File: src/rtl/alu_seq_lab_pkg.sv
// rtl/alu_seq_lab_pkg.sv - shared encodings for the sequential ALU lab top
package alu_seq_lab_pkg;

    typedef enum logic [2:0] {
        OP_AND = 3'b000,
        OP_OR  = 3'b001,
        OP_XOR = 3'b010,
        OP_NOR = 3'b011,
        OP_ADD = 3'b100,
        OP_SUB = 3'b101,
        OP_SLT = 3'b110,
        OP_SLL = 3'b111
    } alu_op_e;

    typedef enum logic [1:0] {
        ST_LOAD_A = 2'd0,
        ST_LOAD_B = 2'd1,
        ST_EXEC   = 2'd2,
        ST_SHOW   = 2'd3
    } state_e;

    localparam logic [2:0] SEL_PROGRESS = 3'd6;
    localparam logic [2:0] SEL_FLAGS    = 3'd7;

    // Field order matches the low nibble of the flag word on the LEDs.
    typedef struct packed {
        logic zf;
        logic of;
        logic cf;
        logic nf;
    } flags_t;

endpackage

File: src/rtl/alu_seq_lab_alu_core.sv
// rtl/alu_seq_lab_alu_core.sv - combinational ALU with zero/overflow/carry/negative flags
module alu_core
    import alu_seq_lab_pkg::*;
#(
    parameter int WIDTH = 32
) (
    input  logic [WIDTH-1:0] i_a,
    input  logic [WIDTH-1:0] i_b,
    input  logic [2:0]       i_op,
    output logic [WIDTH-1:0] o_f,
    output logic             o_zf,
    output logic             o_of,
    output logic             o_cf,
    output logic             o_nf
);

    localparam int SH = $clog2(WIDTH);

    alu_op_e          w_op;
    logic [WIDTH:0]   w_sum;
    logic [WIDTH:0]   w_diff;
    logic             w_slt;
    logic [SH-1:0]    w_shamt;

    assign w_op    = alu_op_e'(i_op);
    assign w_sum   = {1'b0, i_a} + {1'b0, i_b};
    // The extra top bit of the difference is the unsigned borrow.
    assign w_diff  = {1'b0, i_a} - {1'b0, i_b};
    assign w_slt   = $signed(i_a) < $signed(i_b);
    assign w_shamt = i_b[SH-1:0];

    always_comb begin
        o_f  = '0;
        o_cf = 1'b0;
        o_of = 1'b0;
        case (w_op)
            OP_AND: o_f = i_a & i_b;
            OP_OR:  o_f = i_a | i_b;
            OP_XOR: o_f = i_a ^ i_b;
            OP_NOR: o_f = ~(i_a | i_b);
            OP_ADD: begin
                o_f  = w_sum[WIDTH-1:0];
                o_cf = w_sum[WIDTH];
                o_of = (i_a[WIDTH-1] == i_b[WIDTH-1]) && (w_sum[WIDTH-1] != i_a[WIDTH-1]);
            end
            OP_SUB: begin
                o_f  = w_diff[WIDTH-1:0];
                o_cf = w_diff[WIDTH];
                o_of = (i_a[WIDTH-1] != i_b[WIDTH-1]) && (w_diff[WIDTH-1] != i_a[WIDTH-1]);
            end
            OP_SLT: o_f = {{(WIDTH-1){1'b0}}, w_slt};
            OP_SLL: o_f = i_a << w_shamt;
            default: o_f = '0;
        endcase
    end

    assign o_zf = (o_f == '0);
    assign o_nf = o_f[WIDTH-1];

endmodule

File: src/rtl/alu_seq_lab.sv
// rtl/alu_seq_lab.sv - byte-keyed operand entry, sequential ALU control and LED display
module alu_seq_lab
    import alu_seq_lab_pkg::*;
#(
    parameter int WIDTH      = 32,
    parameter int DEB_CYCLES = 20000
) (
    input  logic       clk,
    input  logic       rst_n,
    input  logic [2:0] ALU_OP,
    input  logic [7:0] SW,
    input  logic       BTN_LOAD,
    input  logic [2:0] LED_SEL,
    output logic [7:0] LED,
    output logic       DONE
);

    localparam int NB = WIDTH / 8;
    localparam int DW = $clog2(DEB_CYCLES + 1);

    logic             r_sync1;
    logic             r_sync2;
    logic [DW-1:0]    r_deb;
    logic             w_ld;

    state_e           r_state;
    logic [WIDTH-1:0] r_a;
    logic [WIDTH-1:0] r_b;
    logic [WIDTH-1:0] r_f;
    flags_t           r_flags;
    logic [3:0]       r_cnt;
    logic             r_done;

    logic [WIDTH-1:0] w_a_next;
    logic [WIDTH-1:0] w_b_next;
    logic [WIDTH-1:0] w_f;
    flags_t           w_flags;
    logic [7:0]       w_led;

    always_ff @(posedge clk or negedge rst_n) begin
        if (!rst_n) begin
            r_sync1 <= 1'b0;
            r_sync2 <= 1'b0;
            r_deb   <= '0;
        end else begin
            r_sync1 <= BTN_LOAD;
            r_sync2 <= r_sync1;
            // Saturating at DEB_CYCLES keeps a held button from re-firing.
            if (!r_sync2)
                r_deb <= '0;
            else if (r_deb != DW'(DEB_CYCLES))
                r_deb <= r_deb + 1'b1;
        end
    end

    assign w_ld = r_sync2 && (r_deb == DW'(DEB_CYCLES - 1));

    generate
        if (WIDTH == 8) begin : g_shift_narrow
            assign w_a_next = SW;
            assign w_b_next = SW;
        end else begin : g_shift_wide
            assign w_a_next = {r_a[WIDTH-9:0], SW};
            assign w_b_next = {r_b[WIDTH-9:0], SW};
        end
    endgenerate

    alu_core #(.WIDTH(WIDTH)) u_alu (
        .i_a  (r_a),
        .i_b  (r_b),
        .i_op (ALU_OP),
        .o_f  (w_f),
        .o_zf (w_flags.zf),
        .o_of (w_flags.of),
        .o_cf (w_flags.cf),
        .o_nf (w_flags.nf)
    );

    always_ff @(posedge clk or negedge rst_n) begin
        if (!rst_n) begin
            r_state <= ST_LOAD_A;
            r_a     <= '0;
            r_b     <= '0;
            r_f     <= '0;
            r_flags <= '0;
            r_cnt   <= '0;
            r_done  <= 1'b0;
        end else begin
            case (r_state)
                ST_LOAD_A: begin
                    if (w_ld) begin
                        r_a <= w_a_next;
                        if (r_cnt == 4'(NB - 1)) begin
                            r_cnt   <= '0;
                            r_state <= ST_LOAD_B;
                        end else begin
                            r_cnt <= r_cnt + 1'b1;
                        end
                    end
                end
                ST_LOAD_B: begin
                    if (w_ld) begin
                        r_b <= w_b_next;
                        if (r_cnt == 4'(NB - 1)) begin
                            r_cnt   <= '0;
                            r_state <= ST_EXEC;
                        end else begin
                            r_cnt <= r_cnt + 1'b1;
                        end
                    end
                end
                ST_EXEC: begin
                    r_f     <= w_f;
                    r_flags <= w_flags;
                    r_done  <= 1'b1;
                    r_state <= ST_SHOW;
                end
                ST_SHOW: begin
                    // Result tracks ALU_OP live until the next entry begins.
                    if (w_ld) begin
                        r_a     <= '0;
                        r_b     <= '0;
                        r_cnt   <= '0;
                        r_done  <= 1'b0;
                        r_state <= ST_LOAD_A;
                    end else begin
                        r_f     <= w_f;
                        r_flags <= w_flags;
                    end
                end
                default: begin
                    r_done  <= 1'b0;
                    r_state <= ST_LOAD_A;
                end
            endcase
        end
    end

    always_comb begin
        w_led = 8'h00;
        case (LED_SEL)
            SEL_PROGRESS: w_led = {r_state, 2'b00, r_cnt};
            SEL_FLAGS:    w_led = {4'b0000, r_flags};
            default: begin
                for (int n = 0; n < NB; n++) begin
                    if (LED_SEL == 3'(n))
                        w_led = r_f[8*n +: 8];
                end
            end
        endcase
    end

    assign LED  = w_led;
    assign DONE = r_done;

endmodule

File: config.mk
export PLATFORM = sky130hd
export DESIGN_NAME = alu_seq_lab
export DESIGN_NICKNAME = d
export VERILOG_FILES = /design/src/rtl/alu_seq_lab_pkg.sv /design/src/rtl/alu_seq_lab_alu_core.sv /design/src/rtl/alu_seq_lab.sv
export SDC_FILE = /design/constraint.sdc
export NUM_CORES = 1
export LEC_CHECK = 0
export ABC_AREA = 1
export BUFFER_PORTS_ARGS = -buffer_cell sky130_fd_sc_hd__buf_4
export CAP_MARGIN = 15
export CELL_PAD_IN_SITES_DETAIL_PLACEMENT = 0
export CELL_PAD_IN_SITES_GLOBAL_PLACEMENT = 1
export CORE_MARGIN = 3
export CORE_UTILIZATION = 30
export CTS_BUF_LIST = sky130_fd_sc_hd__clkbuf_8
export DETAILED_ROUTE_END_ITERATION = 10
export GPL_ROUTABILITY_DRIVEN = 0
export PLACE_DENSITY = 0.54
export SYNTH_ARGS = -nofsm -noshare
export SYNTH_HDL_FRONTEND = slang
export SYNTH_SLANG_ARGS = --single-unit
export TNS_END_PERCENT = 30
File: constraint.sdc
create_clock -name clk -period 3.49 [get_ports clk]
set_input_delay 0 -clock clk [delete_from_list [all_inputs] [get_ports clk]]
set_output_delay 0 -clock clk [all_outputs]
set_load 0.05 [all_outputs]
Word level (Yosys, flattened, before mapping)
Cells that the tools add are included.
Widths: inputs -> output; s select.
Word-level totals
  register bits after elaboration: 124
  output and inout port bits: 9
  bits of input ports: 17
  word-level logic and storage cells: 102
Cells by class
  bitwise operators: 4
  muxes and demuxes: 31
  add/sub/neg operators: 4
  eq/ne operators: 30
  magnitude comparators: 1
  shifts and indexed selects: 1
  reduce and logical (&&, ||, !) cells: 18
Operators by type and width (count)
  $pmux 32 s8: 1
  $pmux 32 s2: 3
  $mux 32: 4
  $add 32x32->33: 1
  $sub 32x32->33: 1
  $and 32x32->32: 1
  $logic_not 32->1: 1
  $lt 32x32->1: 1
  $mux 8: 4
  $not 32->32: 1
  $or 32x32->32: 1
  $shl 32x5->32: 1
  $xor 32x32->32: 1
  $mux 15: 2
  $eq 3x3->1 const B: 6
  $mux 4: 4
  $pmux 4 s2: 2
  $pmux 8 s2: 1
  $add 15x1->15 const B: 1
  $eq 15x15->1 const B: 1
  $ne 15x15->1 const B: 1
  $eq 3x2->1 const B: 4
  $ne 2x2->1 const B: 6
  $mux 2: 5
  other kinds (19): 35

Logic depth before layout (Yosys ltp)
Gate-level depths: netlist (run 1).
  depth in word-level cells: 6
  gate-level depth with buffers: 24
  mapped depth without buffers: 21

Cells and area by module
A second synthesis (run 1) with hierarchy kept.
Second synthesis, totals
  cell total of the unflattened synthesis: 2450
  area, all modules: 14762.9 um^2
Modules (own cells, without submodules)
  alu_core: area each 8879.8 um^2, cells each 1817, times used 1, seq. area each 0.0 um^2
  alu_seq_lab: area each 5883.1 um^2, cells each 633, times used 1, seq. area each 3103.0 um^2

Worst setup path after synthesis (run 1)
OpenSTA, ideal clock, no wires.
  kind: register to register
  start: register r_b[3]
  end: register r_flags[3] (netlist bit)
  stages on the path, launching flop included: 22
  setup slack: 0.856 ns
  data arrival time: 2.569 ns
  period minus slack after synthesis: 2.634 ns
  library setup time: 0.065 ns
  buffers on the path: 4
  required time: 3.425 ns
  path through: dfrtp_1 -> buf_2 -> inv_1 -> buf_2 -> buf_2 -> ha_1 -> buf_2 -> nor2_1 -> nand4_1 -> nand2_1 -> nand2_1 -> nand2_1 -> nand2_1 -> nand2_1 -> nand2_1 -> nand3_1 -> nand3_1 -> nand2_1 -> nand2_1 -> nor3_2 -> nand2_1 -> nand2_1
Between the ends
  cells in the longest elaborated chain, start to end: 6
  elaborated cells between the ends (all ways): 12
  classes of those cells: add/sub: 2; order compare: 1; shift: 1; mux: 3; bitwise: 4; reduce/logical: 1
Ends and longest elaborated chain
  from (decl): line alu_seq_lab.sv:28  | logic [WIDTH-1:0] r_b;
  from (signal assigned): line alu_seq_lab.sv:103  | r_b <= w_b_next;
  branches (longest 2 deep; another with $sub 32x32->33)
  $pmux 32 s8 *: line alu_seq_lab_alu_core.sv:36  | case (w_op)
  $logic_not 32->1 *: line alu_seq_lab_alu_core.sv:57  | assign o_zf = (o_f == '0);
  $mux 4: line alu_seq_lab.sv:120  | if (w_ld) begin
  $pmux 4 s2 *: line alu_seq_lab.sv:89  | case (r_state)
  to (signal assigned): line alu_seq_lab.sv:114  | r_flags <= w_flags;
  to (signal assigned): line alu_seq_lab.sv:128  | r_flags <= w_flags;
  to (decl): line alu_seq_lab.sv:30  | flags_t r_flags;
Mark *: on every way between the ends. The select of a mux whose other input is x is not followed.
A chain may end at the register's enable or synchronous reset.

Worst setup path after layout (run 1)
  start: register r_a[6]
  end: register r_flags[3] (netlist bit)
Between the ends
  cells in the longest elaborated chain, start to end: 6
  elaborated cells between the ends (all ways): 12
  classes of those cells: add/sub: 2; order compare: 1; shift: 1; mux: 3; bitwise: 4; reduce/logical: 1
Ends and longest elaborated chain
  from (decl): line alu_seq_lab.sv:27  | logic [WIDTH-1:0] r_a;
  from (signal assigned): line alu_seq_lab.sv:92  | r_a <= w_a_next;
  branches (longest 2 deep; another with $sub 32x32->33)
  $pmux 32 s8 *: line alu_seq_lab_alu_core.sv:36
  $logic_not 32->1 *: line alu_seq_lab_alu_core.sv:57
  $mux 4: line alu_seq_lab.sv:120
  $pmux 4 s2 *: line alu_seq_lab.sv:89
Marked as above.

==> flow_summary.toml, run 1 <==
[pwr]
switching_share_pct = 28.6
p_seq_share_pct = 42.9
power.leakage_uw = 0.00814
p_clk_share_pct = 44.9
cell_internal_pwr_uw = 2380
switchingPower_uw = 956
ir_worst_vdd_uv = 212
power_density_nw_per_um2 = 213
p_comb_share_pct = 12.2

[clock_network]
cts_root_buf = "clkbuf_8"
clockBufferDepth = 2
clk_latency_ps = 490
cts_buffers = 17
h-tree-depth = 4
cts_tree = "done"
cts.sinks = 123
clk_pin_slew_ps = 80

[detailed_routing]
drc_errors = 0
avgViaCountPerCell = 5.32
vias = 15900
final_antenna_net_count = 0
drt_pass1_iterations = 6
wl_per_cell_um = 23.1
finalWirelength_um = 69100
first_iter_violations = 1629

[final_layout]
drive_above_1_share_pct = 8.23
area_growth_pct = 11.0
nets = 2514

[outcome]
outcome = "complete, no violations"

[timing]
maxSlewHeadroom_pct = 39.2
worst_slew_pin_slew_ps = 909
finalSetupViolCount = 0
fmax_mhz = 303
finalHoldViolations = 0
post-route-period-util_pct = 94.6
finClkSkew_ps = 20.4
layout_min_cycle_time_ps = 3300
whs_ps = 96.0
setup_tns_ps = 0
rsz0062_at_grt = "no"
slew_viol_final = 0

[place]
dp_hpwl_um = 57100
io_buffers = 25

[global_route]
grt_pass1_vias = 14800
grt_start_max_net_pins = 75
grt-ovfl-total = 0
grt_antenna_before_repair = 0
grt_pass1_wl_um = 99500
grtUsageTotal_pct = 27.2

[logic_synthesis]
yosys.area.top_type_share_pct = 21.8
syn-num-nets = 2483
syn_avg_cell_area_um2 = 6.00
netlist_area_um2 = 14100
post_synth_num_cell_types = 50
syn_inst = 2349
synth_warnings = 0
yosys.area.top_type = "dfrtp_1"
synthTopCellsByArea = "dfrtp_1 (22%), nand2_1 (19%), nand3_1 (12%)"
yosysSeqAreaShare_pct = 21.8
ys_seq_elements = 123

[floorplanning]
die_x_um = 223
die_area_um2 = 49600
coreArea_um2 = 45900
io_pins = 26
start_util_pct = 30.7
dieHeight_um = 223
num_rows = 78

[worst_setup_path]
crit_fanout = 8
startpoint_type = "flip-flop"
arrival_ps = 3730
critPathKind = "flip-flop to flip-flop"
end_kind = "flip-flop"
cp.required_ps = 3920

[run]
drv_cap = 0

[hold_path]
hold_class = "primary input to async pin"
==> placed cells by master, fill, tap and decap left out, types with 3 or more instances in the layout <==
master	instances
nand2_1	707
inv_1	362
nand3_1	337
nor2_1	185
dfrtp_1	123
ha_1	108
buf_4	96
a21oi_1	83
o21ai_0	80
o22ai_1	68
nand4_1	38
nor3_1	23
clkbuf_8	20
nor2_2	12
o211ai_1	11
or2_2	10
dlygate4sd3_1	10
a211oi_2	9
a221oi_1	8
o21bai_1	8
o221ai_1	7
inv_2	7
ha_2	7
nand3b_1	6
nand2_2	5
a22oi_1	4
a31oi_1	4
nor3_2	4
bufinv_16	4
nand3_2	3
nor4_1	3
a211oi_1	3
and2_1	3
a221oi_2	3
inv_6	3
clkinvlp_4	3
==> worst paths after layout <==
path,slack (ps),startpoint,cells after the start,end
worst max-delay path,190,r_a[6]$_DFFE_PN0P_,18,r_flags[3]$_DFFE_PN0P_
worst min-delay path,100,rst_n,2,r_a[1]$_DFFE_PN0P_
worst max register to register,190,r_a[6]$_DFFE_PN0P_,18,r_flags[3]$_DFFE_PN0P_
worst min register to register,360,r_sync1$_DFF_PN0_,0,r_sync2$_DFF_PN0_
max in group asynchronous,2550,rst_n,3,r_f[27]$_DFFE_PN0P_
min in group clk,170,BTN_LOAD,2,r_sync1$_DFF_PN0_
==> worst max-delay path, cell delays in order (launching register included) <==
cell     delay, ps
dfrtp_1        540
inv_1          180
ha_1           530
inv_1          170
nand2_1         90
nand2_1        120
nand2_1        100
nand2_1        110
a21oi_1        200
nand2_1        130
nand2_1        100
nand3_1         80
nand3_1        110
nand3_1        170
nand2_1        190
nand2_1        120
nor3_2         170
nand2_1         70
nand2_1         60
==> what timing repair did <==
item / 4_1_cts / 5_1_grt
endpoints found under the setup margin: 0 / 1
hold endpoints to repair: 90 / 0
resized for setup: 0 / 8
buffers inserted: 0 / 0
hold buffers: 10 / 0
==> state kept, by name, summed over array words and instances, names as in the netlist, 2 cells and up <==
signal	count
r_a	32
r_state	2
r_f	32
r_flags	3
r_deb	15
r_cnt	4
r_b	32
==> per-layer routing <==
layer  up-vias  global-route usage (%)  share of wire, %
met4         0                    8.76               3.2
met3        68                    4.40               7.3
met2       585                    40.5                42
li1       7648                       -                 -
met1      7631                    40.0                47
met5         -                       0                 0
==> logic make-up (layout without fill, tap and decap cells) <==
logic type	count (synthesis)	count (layout)	synth area share, %
simple gates	1339	1339	40.7
other cells	0	2	0
fa+ha+maj	117	117	10.5
xor+xnor	4	4	0.249
compound gates	297	297	12.9
flops	123	123	21.8
buf+inv	469	513	13.8
==> power groups by stage <==
stage	Sequential, µW	Combinational [µW]	Clock, µW
after floorplan	1460	200	0
after global placement	1460	397	0
after detailed placement	1460	393	0
after CTS	1430	403	1530
after global routing	1430	432	1590
final	1430	407	1500
==> cell usage after synthesis, drive strengths merged <==
cell       n
or2       10
clkbuf    34
o22ai     68
a21oi     85
a221oi    11
clkinv     2
nand3b     6
o31ai      1
nor3      27
o221ai     7
o211ai    11
a31oi      4
xnor2      2
ha       115
nand4     38
buf       62
o2111a     1
fa         2
o21ai     81
a2bb2oi    1
xor2       2
nor2b      1
a211oi    12
o21bai     8
a22oi      4
nand2    712
and2       3
inv      371
nor4       3
o21a       2
dfrtp    123
nor2     197
a32oi      1
nand3    342
==> per-stage QoR <==
step	area (µm²)	utilization, %	instances	total power (µW)	worst slack [ps]
floorplan	14100	-	2349	1660	856
global placement	15100	32.9	2951	1860	97.0
detailed placement	15100	32.9	2951	1850	140
CTS	15600	34.1	2993	3370	114
global route	15700	34.1	2993	3450	13.4
finish	15700	34.1	2995	3340	189
==> cell type report <==
cell class              count  area [µm²]
inverters                 373        1410
multi-input cells        1757        9110
clock buffers              20         275
clock inverters            12         183
well taps                 600         751
flip-flops and latches    123        3080
diodes                      2        5.00
fillers                  5275       30200
repair buffers            108         852
No activity file was read; power rests on OpenSTA's default activity.
==> run 2, diff against run 1 <==
--- a/config.mk
+++ b/config.mk
@@ -15,7 +15,7 @@
 export CTS_BUF_LIST = sky130_fd_sc_hd__clkbuf_8
 export DETAILED_ROUTE_END_ITERATION = 10
 export GPL_ROUTABILITY_DRIVEN = 0
-export PLACE_DENSITY = 0.54
+export PLACE_DENSITY = 0.56
 export SYNTH_ARGS = -nofsm -noshare
 export SYNTH_HDL_FRONTEND = slang
 export SYNTH_SLANG_ARGS = --single-unit
==> constraint.sdc (replaced) <==
create_clock -name clk -period 2.7 [get_ports clk]
set_input_delay 0 -clock clk [delete_from_list [all_inputs] [get_ports clk]]
set_output_delay 0 -clock clk [all_outputs]
set_load 0.05 [all_outputs]
==> flow_summary.toml, run 2 (same netlist as run 1, synthesis figures left out) <==
[worst_setup_path]
critical-path-max-stage-delay_ps = 520
crit_slowest_cell = "fa_2"
crit_fanout = 4
startpoint_type = "flip-flop"
arrival_ps = 3220
critPathKind = "flip-flop to flip-flop"
crit_family = "simple AND/OR/NAND/NOR gates"
worst-path-buf-inv = 1
worstPathCellList = "buf_6 -> ha_2 -> fa_2 -> nor2_1 -> nor2_1 -> nand2_1 -> nor2_1 -> nand3_1 -> nor2_1 -> nand2_1 -> nor2_2 -> nand3_2 -> nor2_4 -> nand2_2 -> nor3_2 -> nand2_1 -> nand2_1"
cp.required_ps = 3140
end_kind = "flip-flop"

[pwr]
switchingPower_uw = 1290
cell_internal_pwr_uw = 2850
finalPower_uw = 4140
power_density_nw_per_um2 = 220
p_comb_share_pct = 14.2
switching_share_pct = 31.1
power.leakage_uw = 0.00978
p_clk_share_pct = 41.1
p_seq_share_pct = 44.6
ir_worst_vdd_uv = 287

[timing]
layout_min_cycle_time_ps = 2780
fmax_mhz = 360
finalHoldViolations = 0
finClkSkew_ps = 13.7
post-route-period-util_pct = 103
setup_tns_ps = -79.2
maxSlewHeadroom_pct = 50.6
worst_slew_pin_slew_ps = 736
timing.final.ws_setup_ps = -79.2
finalSetupViolCount = 1
slew_viol_final = 0
rsz0062_at_grt = "yes"

[global_route]
grtUsageTotal_pct = 28.6
grt_start_max_net_pins = 66
grt_pass1_wl_um = 106000
grt_antenna_before_repair = 0
grt-ovfl-total = 0
grt_pass1_vias = 16400

[clock_network]
clk_pin_slew_ps = 80
cts.sinks = 123
cts_buffers = 17
clk_latency_ps = 500
h-tree-depth = 4
clockBufferDepth = 2
cts_tree = "done"
cts_root_buf = "clkbuf_8"

[detailed_routing]
avgViaCountPerCell = 5.19
finalWirelength_um = 72000
drc_errors = 0
drt_pass1_iterations = 8
wl_per_cell_um = 21.8
vias = 17200
first_iter_violations = 1788
final_antenna_net_count = 0

[final_layout]
area_growth_pct = 33.4
stdcell_area_um2 = 18800
reg_top3 = "r_a: 32 flops, r_b: 32 flops, r_f: 32 flops"
final-instance-count-excl-fill = 3309
layout_common_cells = "nand2_1 (668), buf_4 (402), inv_1 (340), nand3_1 (319), nor2_1 (164)"
nets = 2830
final_common_cell = "nand2_1"
fillCellCount = 5025
drive_above_1_share_pct = 24.4
diodes = 0
post-route-util_pct = 41.0

[outcome]
violations = "setup timing"
outcome = "finished, violations left"

[hold_path]
hold_class = "primary input to async pin"

[floorplanning]
start_util_pct = 30.7
io_pins = 26
die_area_um2 = 49600
coreArea_um2 = 45900
die_x_um = 223
dieHeight_um = 223
num_rows = 78

[place]
placed_cells = 3253
io_buffers = 25
dp_hpwl_um = 59000
dpl_cell_area_um2 = 17400

[run]
drv_cap = 0
## run 2: path summary, 6_finish.rpt
check | slack [ps] | depth (start not counted) | to | start
setup reg to reg | -80 | 17 | r_flags[3]$_DFFE_PN0P_ | r_b[0]$_DFFE_PN0P_
hold / removal | 70 | 2 | r_a[4]$_DFFE_PN0P_ | rst_n
min in group clk | 150 | 2 | r_sync1$_DFF_PN0_ | BTN_LOAD
max in group asynchronous | 1820 | 3 | r_deb[13]$_DFFE_PN0P_ | rst_n
hold reg to reg | 360 | 0 | r_sync2$_DFF_PN0_ | r_sync1$_DFF_PN0_
setup / recovery | -80 | 17 | r_flags[3]$_DFFE_PN0P_ | r_b[0]$_DFFE_PN0P_
## run 2: power groups by stage
stage / logic, µW / clock network (µW) / registers [µW]
2_1_floorplan: 259 / 0 / 1890
6_report: 589 / 1700 / 1850
4_1_cts: 578 / 1740 / 1850
5_1_grt: 629 / 1820 / 1850
3_3_place_gp: 559 / 0 / 1880
3_5_place_dp: 555 / 0 / 1880
## run 2: through the flow
step / setup WS (ps) / hold WS, ps
finish: -79.2 / 68.2
global route: -210 / 117
CTS: 2.38 / 83.7
detailed placement: -264 / 71.2
global placement: -302 / 70.5
floorplan: 66.4 / -296
## run 2: area by class of cell
type	count	area, µm²	area share, %
multi-input combinational	1757	9820	52.2
timing repair buffer	424	3360	17.9
sequential	123	3080	16.4
inverter	373	1410	7.49
tap	600	751	3.99
clock buffer	20	275	1.46
clock inverter	12	113	0.599
## run 2: timing repair
item	in CTS	in global routing
cloned	2	0
pin swaps	6	26
hold buffers	10	0
resized for setup	92	114
buffers inserted	5	7
endpoints found under the setup margin	13	20
endpoints found under the hold margin	80	0
## run 2: metal layers
metal	up-vias	share of wire, %	global-route usage, %	routed length (µm)
li1	8289	-	-	-
met1	8083	46	41.6	32900
met2	699	43	43.3	30800
met3	92	8.3	4.80	5950
met4	0	3.3	8.74	2380
met5	-	0	0	0
